$ cat src/rtl/seq_bit_serializer_pkg.sv
// Shared definitions for the serializer feeding the double-sequence detector.
//   DSDO_WORD_W : default parallel word width
//   HOLD_ACTIVE : level on HOLD/EN that freezes the detector
//   len_w()     : width of a length field able to hold 0..w
package dsdo_pkg;

    localparam int DSDO_WORD_W = 8;

    localparam logic HOLD_ACTIVE = 1'b1;

    function automatic int len_w(input int w);
        return $clog2(w + 1);
    endfunction

endpackage

$ cat src/rtl/seq_bit_serializer_skid.sv
// word_skid_reg: one-entry pending buffer holding a word and its length.
//   i_clk  : clock
//   i_rst  : synchronous active-high reset, clears valid
//   i_load : capture i_data/i_len and set valid
//   i_take : consumer removes the entry (clears valid)
//   i_data : word to store
//   i_len  : normalised length (1..WIDTH)
//   o_data : stored word
//   o_len  : stored length
//   o_vld  : entry present
module word_skid_reg #(
    parameter int WIDTH = 8,
    parameter int LEN_W = 4
) (
    input  logic             i_clk,
    input  logic             i_rst,
    input  logic             i_load,
    input  logic             i_take,
    input  logic [WIDTH-1:0] i_data,
    input  logic [LEN_W-1:0] i_len,
    output logic [WIDTH-1:0] o_data,
    output logic [LEN_W-1:0] o_len,
    output logic             o_vld
);

    logic [WIDTH-1:0] r_data;
    logic [LEN_W-1:0] r_len;
    logic             r_vld;

    // Load and take never coincide: the producer is blocked while the entry is full.
    always_ff @(posedge i_clk) begin
        if (i_rst) begin
            r_vld  <= 1'b0;
            r_data <= '0;
            r_len  <= '0;
        end else if (i_load) begin
            r_vld  <= 1'b1;
            r_data <= i_data;
            r_len  <= i_len;
        end else if (i_take) begin
            r_vld  <= 1'b0;
        end
    end

    assign o_data = r_data;
    assign o_len  = r_len;
    assign o_vld  = r_vld;

endmodule

$ cat src/rtl/seq_bit_serializer.sv
// seq_bit_serializer: accepts parallel words over valid/ready and shifts them
// out MSB-first, one bit per clock, onto the detector X input. HOLD drives the
// detector EN so it only advances on cycles carrying a real bit.
//   clk        : clock, all logic on posedge
//   RST        : synchronous active-high reset
//   in_data    : word to serialize, MSB first
//   in_len     : valid bit count, MSB-aligned; 0 -> WIDTH, >WIDTH -> WIDTH
//   in_valid   : producer has a word
//   in_ready   : word accepted on this edge if in_valid
//   pause      : freeze serialization, current bit not consumed
//   X          : serial bit
//   HOLD       : 1 = no bit this cycle
//   busy       : active or pending word present
//   words_sent : count of fully sent words, wraps
module seq_bit_serializer
    import dsdo_pkg::*;
#(
    parameter int WIDTH = DSDO_WORD_W,
    parameter int LEN_W = len_w(WIDTH)
) (
    input  logic             clk,
    input  logic             RST,
    input  logic [WIDTH-1:0] in_data,
    input  logic [LEN_W-1:0] in_len,
    input  logic             in_valid,
    output logic             in_ready,
    input  logic             pause,
    output logic             X,
    output logic             HOLD,
    output logic             busy,
    output logic [15:0]      words_sent
);

    logic [WIDTH-1:0] r_act_sr;
    logic [LEN_W-1:0] r_act_cnt;
    logic             r_act_vld;
    logic [15:0]      r_words;

    logic [WIDTH-1:0] w_pend_data;
    logic [LEN_W-1:0] w_pend_len;
    logic             w_pend_vld;

    logic             w_xfer;
    logic             w_consume;
    logic             w_retire;
    logic             w_to_act;
    logic             w_pend_load;
    logic             w_pend_take;
    logic [LEN_W-1:0] w_norm_len;

    assign in_ready  = !w_pend_vld && !RST;
    assign w_xfer    = in_valid && in_ready;
    assign w_consume = r_act_vld && !pause;
    assign w_retire  = w_consume && (r_act_cnt == LEN_W'(1));

    // Stored length is always 1..WIDTH.
    assign w_norm_len = ((in_len == '0) || (in_len > LEN_W'(WIDTH))) ? LEN_W'(WIDTH) : in_len;

    // Incoming word bypasses the pending slot when the active register is (or is about to be) free
    // and nothing older is waiting.
    assign w_to_act    = !r_act_vld || (w_retire && !w_pend_vld);
    assign w_pend_load = w_xfer && !w_to_act;
    assign w_pend_take = w_retire && w_pend_vld;

    word_skid_reg #(
        .WIDTH (WIDTH),
        .LEN_W (LEN_W)
    ) u_pend (
        .i_clk  (clk),
        .i_rst  (RST),
        .i_load (w_pend_load),
        .i_take (w_pend_take),
        .i_data (in_data),
        .i_len  (w_norm_len),
        .o_data (w_pend_data),
        .o_len  (w_pend_len),
        .o_vld  (w_pend_vld)
    );

    always_ff @(posedge clk) begin
        if (RST) begin
            r_act_vld <= 1'b0;
            r_act_sr  <= '0;
            r_act_cnt <= '0;
            r_words   <= '0;
        end else if (w_retire) begin
            r_words <= r_words + 16'd1;
            if (w_pend_vld) begin
                r_act_vld <= 1'b1;
                r_act_sr  <= w_pend_data;
                r_act_cnt <= w_pend_len;
            end else if (w_xfer) begin
                r_act_vld <= 1'b1;
                r_act_sr  <= in_data;
                r_act_cnt <= w_norm_len;
            end else begin
                r_act_vld <= 1'b0;
                r_act_sr  <= r_act_sr << 1;
                r_act_cnt <= '0;
            end
        end else if (!r_act_vld && w_xfer) begin
            r_act_vld <= 1'b1;
            r_act_sr  <= in_data;
            r_act_cnt <= w_norm_len;
        end else if (w_consume) begin
            r_act_sr  <= r_act_sr << 1;
            r_act_cnt <= r_act_cnt - LEN_W'(1);
        end
    end

    assign X          = r_act_sr[WIDTH-1];
    assign HOLD       = (!r_act_vld || pause) ? HOLD_ACTIVE : !HOLD_ACTIVE;
    assign busy       = r_act_vld || w_pend_vld;
    assign words_sent = r_words;

endmodule

$ cat config.mk
export PLATFORM = sky130hd
export DESIGN_NAME = seq_bit_serializer
export DESIGN_NICKNAME = d
export VERILOG_FILES = /design/src/rtl/seq_bit_serializer_pkg.sv /design/src/rtl/seq_bit_serializer_skid.sv /design/src/rtl/seq_bit_serializer.sv
export SDC_FILE = /design/constraint.sdc
export NUM_CORES = 1
export LEC_CHECK = 0
export BUFFER_PORTS_ARGS = -buffer_cell sky130_fd_sc_hd__buf_4
export CAP_MARGIN = 10
export CELL_PAD_IN_SITES_DETAIL_PLACEMENT = 2
export CELL_PAD_IN_SITES_GLOBAL_PLACEMENT = 2
export CORE_MARGIN = 8
export CORE_UTILIZATION = 30
export CTS_CLUSTER_SIZE = 25
export DETAILED_ROUTE_END_ITERATION = 12
export GPL_TIMING_DRIVEN = 0
export HOLD_SLACK_MARGIN = 0.03
export PLACE_DENSITY = 0.77
export SYNTH_ARGS = -nofsm -noshare
export SYNTH_HDL_FRONTEND = slang
export SYNTH_SLANG_ARGS = --single-unit
$ cat constraint.sdc
create_clock -name clk -period 5.24 [get_ports clk]
set_input_delay 0.524 -clock clk [delete_from_list [all_inputs] [get_ports clk]]
set_output_delay 0.524 -clock clk [all_outputs]
set_load 0.005 [all_outputs]
==> Word level (Yosys, flattened, before mapping) <==
Cells that the tools add are included.
{ "word_totals": {"ff_bits": 42, "latchBits": 0, "ramBits": 0, "romBits": 0, "out_inout_bits": 20, "word_cells": 50, "memories": 0} }
{ "op_classes": {"n_addsub": 2, "n_mul": 0, "div": 0, "n_lt_le_gt_ge": 1, "n_eq_ne": 1, "shift": 0, "muxes": 18, "bitwise": 0, "reduce_logical": 21} }
{ "op_table": {"columns": ["cell", "n"], "rows": [
  ["two-way mux 8 bit", 5],
  ["two-way mux 4 bit", 6],
  ["adder 16 x 1 -> 16 bit (second input constant)", 1],
  ["logical AND 1 bit", 8],
  ["two-way mux 1 bit", 7],
  ["logical NOT 1 bit", 5],
  ["== test 4 x 1 -> 1 bit (second input constant)", 1],
  ["greater-than comparator 4 bit (second input constant)", 1],
  ["logical NOT 4 bit", 1],
  ["logical OR 1 bit", 4],
  ["nonzero test 2 bit", 2],
  ["subtractor 4 x 1 -> 4 bit (second input constant)", 1],
  ["nonzero test 3 bit", 1]
]} }

==> Longest topological paths before layout <==
Gate-level depths: netlist of run 1.
{ "logic_depth": {"depth_word": 8, "mapped_depth": 7, "ltp_nobuf": 6} }

==> Hierarchy <==
A second synthesis of run 1 with hierarchy kept.
{ "hier_totals": {"cells_unflattened": 264, "area_unflattened_um2": 2265.9} }
{ "by_module_without_submodules": {"columns": ["module", "n_inst", "cells_per_inst", "area_each_um2", "seq_area_each_um2"], "rows": [
  ["seq_bit_serializer", 1, 221, 1789.2, 580.6],
  ["word_skid_reg", 1, 43, 476.7, 260.2]
]} }

==> Least setup slack after synthesis of run 1 <==
No wires, ideal clock.
{ "synth_path": {"kind": "input-to-output", "start": "in RST", "end": "out in_ready", "arrival_ns": 1.436, "t_required_ns": 4.716, "slack_ns": 3.280, "cell_stages": 4, "path_cell_list": "clkbuf_1 > clkbuf_1 > buf_1 > nor2_1"} }
{ "synth_via": {"elab_chain_len": 2} }
{ "synth_lines": {"columns": ["item", "line", "text"], "rows": [
  ["start: declaration", "seq_bit_serializer.sv:22", "input logic RST,"],
  ["logical NOT 1 bit", "seq_bit_serializer.sv:51", "assign in_ready = !w_pend_vld && !RST;"],
  ["logical AND 1 bit", "seq_bit_serializer.sv:51", null],
  ["end: declaration", "seq_bit_serializer.sv:26", "output logic in_ready,"]
]} }
No other way between the ends.

==> Final worst setup path of run 1 <==
{ "layout_path": {"start": "reg u_pend.r_vld (netlist: u_pend.o_vld)", "end": "out busy"} }
{ "layout_via": {"elab_chain_len": 1} }
{ "layout_lines": {"columns": ["item", "line", "text"], "rows": [
  ["start: declaration", "seq_bit_serializer_skid.sv:28", "logic r_vld;"],
  ["start signal: assignment", "seq_bit_serializer_skid.sv:33", "r_vld <= 1'b0;"],
  ["start signal: assignment", "seq_bit_serializer_skid.sv:37", "r_vld <= 1'b1;"],
  ["start signal: assignment", "seq_bit_serializer_skid.sv:41", "r_vld <= 1'b0;"],
  ["logical OR 1 bit", "seq_bit_serializer.sv:113", "assign busy = r_act_vld || w_pend_vld;"],
  ["end: declaration", "seq_bit_serializer.sv:30", "output logic busy,"]
]} }
No other way between the ends.

==> summary.md, run 1 <==
| Metric | Value |
|---|---|
| Fraction of registers with async set/reset | `0` |
| FF-to-FF path depth | `5` |
| Fin cells | `400` |
| Slew Viols, Final | `0` |
| Share of cells above drive strength 1 | `0.2392` |
| Crit end category | `output pin` |
| Setup TNS | `0 ns` |
| Drt drc | `0` |
| Yosys cell types | `50` |
| CP Data Required Time | `4.72 ns` |
| Register area share after synthesis | `0.3799` |
| Worst-Skew Late Latency | `approximately 0.30 ns` |
| Grt total ovfl | `0` |
| Top cells by count, synth | `42 x dfxtp_1, 32 x nand2_1, 26 x a21oi_1, 17 x nor2_1, 16 x mux2_2` |
| WHS Endpoint | `u_pend.o_data[1]` |
| Tot GR Track Use | `0.1494` |
| Die Span Y | `101.9 um` |
| Critical Path Most Common Cell | `clkbuf_1` |
| Hold Path Depth | `2` |
| DRT Wirelength | `7.489 mm` |
| Router iterations before antenna repair | `4` |
| Relative slew slack | `0.4645` |
| CTS Buf Count | `5` |
| Count leader, synth | `dfxtp_1` |
| Die area | `~0.010 sq mm` |
| Max-cap viol count | `0` |
| Net count, final | `320` |
| First-pass GRT wire length | `between 10 and 15 mm` |
| Final hold violation count | `0` |
| Via density per instance | `~5.3` |
| Pwr Total | `between 700 and 800 uW` |
| Max Clock Skew | `0.007245 ns` |
| Worst path slowest cell | `clkbuf_1` |
| Power Density | `between 200 and 300 mW/mm^2` |
| Peak VDD IR | `0.1290 mV` |
| Post-Syn Area per Cell | `8.546 sq um` |
| Synth Warn # | `0` |
| Routed Antenna Nets | `0` |
| Syn Inst Count | `259` |
| Status | `finished clean` |
| Antenna diode count | `0` |
| Starting Density | `0.3068` |
| Crit Path Max Fanout | `10` |
| CTS clk-pin slew, worst paths | `0.08 ns` |
| Area Overhead vs Synth | `22.56%` |
| # hold bufs at CTS | `0` |
| FMAX | `343.3 MHz` |
| Via count | `2135` |
| Post-CTS setup buffers | `0` |
| Post-CTS Resized | `0` |
| Number of synthesized flops with an enable pin | `0` |
| IO Count | `36` |
| PortBufs | `35` |
| Core box area | `0.007214 sq mm` |
| Seq cells post-synth | `42` |
| Detailed placement HPWL | `5.522 mm` |
| Main synth FF type | `dfxtp_1` |
| Vias in the first global route | `2355` |
| Clock Tree Root | `clkbuf_8` |
| H-tree depth | `2` |
| Crit path launch type | `flop` |
| Tcrit/Tclk final | `0.5559` |
| Critical Path Max Stage Delay | `around 0.47 ns` |
| CTS max path bufs | `2` |
| Syn_nets | `278` |
| Die width | `101.9 um` |
| Setup CP Type | `reg -> out` |
| Data arrival, critical path | `2.39 ns` |
| DP Cell Count | `393` |
| Initial antenna violation count | `0` |
| RSZ-0062 raised after global routing | `false` |
| Synth Cell Area | `0.002213 sq mm` |
| Register-to-register setup slack | `between 3 and 4 ns` |
| Final critical-path required period | `2.913 ns` |
| Reg2reg end | `r_act_vld` |
| Synth top area share | `0.3799` |
| Largest net degree at the start of global routing | `13` |
| Lkg Pwr | `0.9944 nW` |
| Routed len/inst | `18.72 um` |
| GP Congestion | `0.7544` |
| Hold Startpoint | `u_pend.o_data[1]` |
| Iteration-0 DRC Markers | `50` |
| Clock sink count | `between 40 and 50` |
| # rows | `31` |
| CTS tree | `yes` |
| Final Setup Violations | `0` |
| Worst Tran Pin Value | `0.7997 ns` |
| Hold crit path type | `reg -> reg` |
| Synth top area cells | `dfxtp_1 38%, mux2_2 8.1%, a21oi_1 5.9%, nand2_1 5.4%, nand2b_1 3.1%` |
| Crit Reg-Reg Startpoint | `u_pend.o_vld` |
| Worst-path cell chain | `clkbuf_1 > clkbuf_1 > clkbuf_1 > or2_2 > buf_4` |
| Synth area leader | `dfxtp_1` |
==> cell usage in the layout, fill, tap and decap left out, types with 8 or more instances in the layout <==
cell type   n
a21oi_1    26
nand2b_1   11
clkbuf_1    9
mux2_2     16
dfxtp_1    42
o21ai_0     8
nor2_1     17
a22oi_1     8
buf_4      35
nand2_1    32
==> layer usage <==
metal | track usage | up-vias | routed length (um)
met3 | 0.03134 | 9 | 283
met2 | 0.2762 | 40 | 3889
li1 | - | 1028 | -
met5 | 0 | - | 0
met4 | 0.04063 | 0 | 107
met1 | 0.1683 | 1058 | 3209
==> sequential cells by signal, summed over array words and instances (netlist names) <==
name           flops
u_pend.o_data      8
words_sent        16
r_act_vld          1
u_pend.o_vld       1
r_act_sr           8
u_pend.o_len       4
r_act_cnt          4
==> logic make-up (layout without fill, tap and decap cells) <==
family,Yosys count,in the layout,synth area share
multiplexers,16,16,0.08140
buffers and inverters,22,64,0.04013
AO/OA/AOI/OAI,69,69,0.2069
XOR/XNOR,8,8,0.03166
adder cells (fa/ha/maj),3,3,0.01696
flip-flops,42,42,0.3799
AND/OR/NAND/NOR,99,99,0.2431
==> power by group <==
group | total, mW | switching, mW | leakage [nW] | internal, mW
registers | 0.337 | 0.00850 | 0.340 | 0.328
logic | 0.0969 | 0.0565 | 0.597 | 0.0404
clock network | 0.273 | 0.120 | 0.0573 | 0.153
total | 0.706 | 0.185 | 0.994 | 0.521
==> layout make-up <==
type	count	area, sq um
flip-flops and latches	42	840.8
clock buffers	6	82.58
plain buffers	15	62.56
well taps	99	123.9
clock inverters	1	30.03
fillers	868	4502
multi-input cells	195	1284
repair buffers	35	262.8
inverters	7	26.28
==> metrics by stage <==
step	setup WS [ns]	area [sq um]	hold WS, ns	utilization
floorplan	3.280	2213	0.4312	-
global placement	2.480	2600	0.4373	0.3604
detailed placement	2.454	2600	0.4502	0.3604
CTS	2.287	2713	0.4624	0.3760
global route	2.155	2713	0.4887	0.3760
finish	2.327	2713	0.4581	0.3760
==> critical path: cells and delay by family (launching register included) <==
family        cells  cell delay (ns)
flops             1             0.44
simple gates      1             0.21
buf+inv           4             1.45
==> how the worst max path moves through the flow <==
stage	start	to	slack (ns)	cells after the start
4_1_cts	u_pend.o_vld	busy	2.29	5
6_report	u_pend.o_vld	busy	2.33	5
2_1_floorplan	RST	in_ready	3.28	4
3_3_place_gp	RST	in_ready	2.48	6
3_5_place_dp	RST	in_ready	2.45	6
5_1_grt	u_pend.o_vld	busy	2.15	5
Note: power is estimated with default switching activity, not from simulation.
==> run 2: changes to the inputs <==
--- a/config.mk
+++ b/config.mk
@@ -5,17 +5,18 @@
 export SDC_FILE = /design/constraint.sdc
 export NUM_CORES = 1
 export LEC_CHECK = 0
+export ABC_AREA = 1
 export BUFFER_PORTS_ARGS = -buffer_cell sky130_fd_sc_hd__buf_4
 export CAP_MARGIN = 10
 export CELL_PAD_IN_SITES_DETAIL_PLACEMENT = 2
 export CELL_PAD_IN_SITES_GLOBAL_PLACEMENT = 2
 export CORE_MARGIN = 8
-export CORE_UTILIZATION = 30
+export CORE_UTILIZATION = 27
 export CTS_CLUSTER_SIZE = 25
 export DETAILED_ROUTE_END_ITERATION = 12
 export GPL_TIMING_DRIVEN = 0
 export HOLD_SLACK_MARGIN = 0.03
-export PLACE_DENSITY = 0.77
+export PLACE_DENSITY = 0.8
 export SYNTH_ARGS = -nofsm -noshare
 export SYNTH_HDL_FRONTEND = slang
 export SYNTH_SLANG_ARGS = --single-unit
==> constraint.sdc (replaced) <==
create_clock -name clk -period 2.4 [get_ports clk]
set_input_delay 0.24 -clock clk [delete_from_list [all_inputs] [get_ports clk]]
set_output_delay 0.24 -clock clk [all_outputs]
set_load 0.005 [all_outputs]
==> run 2 against run 1 <==
Net effect:
- combinational power grew to 3.1 times the previous value
- cell area grew 11%
- setup slack worse by 1.8 ns
- routed wire length increased by 24%
- sequential cell count is the same
- sequential power is 130% higher
- critical path type is now reg -> reg
- critical endpoint is now r_act_cnt[1]
- largest cell class unchanged
==> summary.md, run 2 <==
| Metric | Value |
|---|---|
| Status | `finished clean` |
| Crit end category | `flop` |
| Crit Path Max Fanout | `10` |
| Yosys cell types | `26` |
| Slew Viols, Final | `0` |
| Max reg flops | `16` |
| Setup CP Type | `reg -> reg` |
| Final Setup Violations | `0` |
| Register area | `840.8 sq um` |
| Count leader, synth | `nand2_1` |
| Fraction of registers with async set/reset | `0` |
| Final critical-path required period | `1.854 ns` |
| Die area | `0.01245 sq mm` |
| Share of cells above drive strength 1 | `0.1461` |
| CTS max path bufs | `2` |
| Syn Inst Count | `between 400 and 500` |
| Number of synthesized flops with an enable pin | `0` |
| Seq cells post-synth | `42` |
| Clk pwr share | `0.395` |
| Top cells by count, synth | `130 x nand2_1, 45 x inv_1, 42 x dfxtp_1, 42 x nor2_1` |
| Data arrival, critical path | `2.07 ns` |
| Worst Tran Pin Value | `approximately 0.60 ns` |
| Seq pwr share | `0.432` |
| Vias in the first global route | `between 3000 and 4000` |
| Final setup slack of the worst path | `0.5459 ns` |
| Detailed placement HPWL | `6.994 mm` |
| CP Data Required Time | `2.61 ns` |
| Routed len/inst | `16.71 um` |
| Power Density | `~600 mW/mm^2` |
| FMAX | `539.3 MHz` |
| Post-CTS setup buffers | `0` |
| GP Congestion | `0.8284` |
| DRT Wirelength | `9.289 mm` |
| Syn_nets | `422` |
| Die width | `between 100 and 150 um` |
| Synth area leader | `dfxtp_1` |
| Relative slew slack | `0.5983` |
| Post-Syn Area per Cell | `6.119 sq um` |
| Synth top area cells | `dfxtp_1 34%, nand2_1 20%, inv_1 6.8%, nor2_1 6.4%, a21oi_1 5.9%` |
| Final core utilization | `0.3307` |
| Hold_ws | `0.2295 ns` |
| PortBufs | `34` |
| Iteration-0 DRC Markers | `71` |
| Net count, final | `between 400 and 500` |
| Die Span Y | `111.6 um` |
| Initial antenna violation count | `0` |
| CTS clk-pin slew, worst paths | `0.09 ns` |
| Clock sink count | `42` |
| Via count | `around 2800` |
| Comb power frac | `0.173` |
| Lkg Pwr | `1.295 nW` |
| Crit path launch type | `flop` |
| Tcrit/Tclk final | `0.7725` |
| # hold bufs at CTS | `0` |
| Switch share | `0.2857` |
| Drt drc | `0` |
| Synth top area share | `0.3409` |
| Final hold violation count | `0` |
| RSZ-0062 raised after global routing | `false` |
| Routed Antenna Nets | `0` |
| H-tree depth | `2` |
| Router iterations before antenna repair | `4` |
| Worst-Skew Late Latency | `0.30 ns` |
| Synth Cell Area | `0.002466 sq mm` |
| Tot GR Track Use | `0.1550` |
| CTS tree | `yes` |
| Core box area | `0.009065 sq mm` |
| Pre-CTS setup slack | `between 0.5 and 0.6 ns` |
| Commonest non-fill, non-tap cell in the layout | `nand2_1` |
| Hold crit path type | `in -> reg` |
| Setup TNS | `0 ns` |
| Antenna diode count | `0` |
| Via density per instance | `roughly 5.0` |
| First-pass GRT wire length | `15.75 mm` |
| IO Count | `36` |
| Clock Tree Root | `clkbuf_8` |
| Starting Density | `0.2720` |
| Fill cell total of the finished layout | `1142` |
| Synth Warn # | `0` |
| Post-CTS Resized | `0` |
| Internal power | `1.259 mW` |
| Sw power | `~500 uW` |
| Register area share after synthesis | `0.3409` |
| # rows | `35` |
| Multi-input logic area | `0.001371 sq mm` |
| Max Clock Skew | `0.008865 ns` |
| Largest net degree at the start of global routing | `15` |
| Max-cap viol count | `0` |
| Pwr Total | `1.763 mW` |
| Peak VDD IR | `0.2829 mV` |
| CTS Buf Count | `5` |
| Grt total ovfl | `0` |
| Main synth FF type | `dfxtp_1` |
| Commonest cells after routing, fill and taps aside | `130 x nand2_1, 45 x inv_1, 42 x nor2_1, 42 x dfxtp_1, 36 x buf_4` |
| Area Overhead vs Synth | `21.56%` |
[run 2: cell types whose count changed in the layout (fill, tap and decap cells not counted), moves of 5 or more]
cell      previous run  this run
nand2b_1            11         0
a22oi_1              8         0
nand4_1              4        18
o211ai_1             7         1
nand3_1              3        29
nor2_1              17        42
inv_1                7        45
mux2_2              16         0
xor2_1               6         1
o21ai_0              8        28
nand2_1             32       130
[run 2: kinds of logic after synthesis]
group / Yosys count / share of synthesized area
buf+inv: 63 / 0.1030
fa+ha+maj: 3 / 0.01522
flops: 42 / 0.3409
xor+xnor: 3 / 0.01066
simple gates: 231 / 0.4039
compound gates: 61 / 0.1263
[run 2: layout make-up]
class / instances / share of cell area
sequential: 42 / 0.2805
timing repair buffer: 34 / 0.08514
tap: 111 / 0.04633
buffer: 15 / 0.02462
clock buffer: 5 / 0.02295
inverter: 48 / 0.06010
multi-input combinational: 298 / 0.4574
clock inverter: 3 / 0.02295
[run 2: worst max-delay path, cell delays in order (launching register included)]
cell	delay, ns
dfxtp_1	0.32
inv_1	0.14
ha_1	0.20
nand4_2	0.30
clkbuf_1	0.37
o211ai_1	0.18
nand3_1	0.13
nand2_1	0.08
inv_1	0.03
[run 2: final timing paths]
check	startpoint	slack (ns)	depth (start not counted)	endpoint
worst max-delay path	r_act_cnt[1]	0.55	8	r_act_cnt[1]
worst min-delay path	in_data[5]	0.23	3	u_pend.o_data[5]
worst max register to register	r_act_cnt[1]	0.55	8	r_act_cnt[1]
worst min register to register	u_pend.o_data[5]	0.47	2	u_pend.o_data[5]
[run 2: layer usage]
metal  up-vias  global-route usage  share of wire
met5         -                   0              0
met4         0             0.03464          0.012
met3         9             0.03139          0.034
met2        44              0.2865           0.51
met1      1370              0.1781           0.45
li1       1375                   -              -
[run 2: power groups by stage]
stage / Combinational [mW] / Sequential, mW / Clock (mW)
floorplan: 0.199 / 0.769 / 0
global placement: 0.291 / 0.776 / 0
detailed placement: 0.306 / 0.779 / 0
CTS: 0.310 / 0.763 / 0.712
global route: 0.349 / 0.767 / 0.736
finish: 0.305 / 0.762 / 0.696
[run 2: stage by stage]
stage | cells | cell area, sq um
global placement | 548 | 2860
floorplan | 403 | 2466
finish | 556 | 2998
global route | 556 | 2998
detailed placement | 548 | 2860
CTS | 556 | 2998
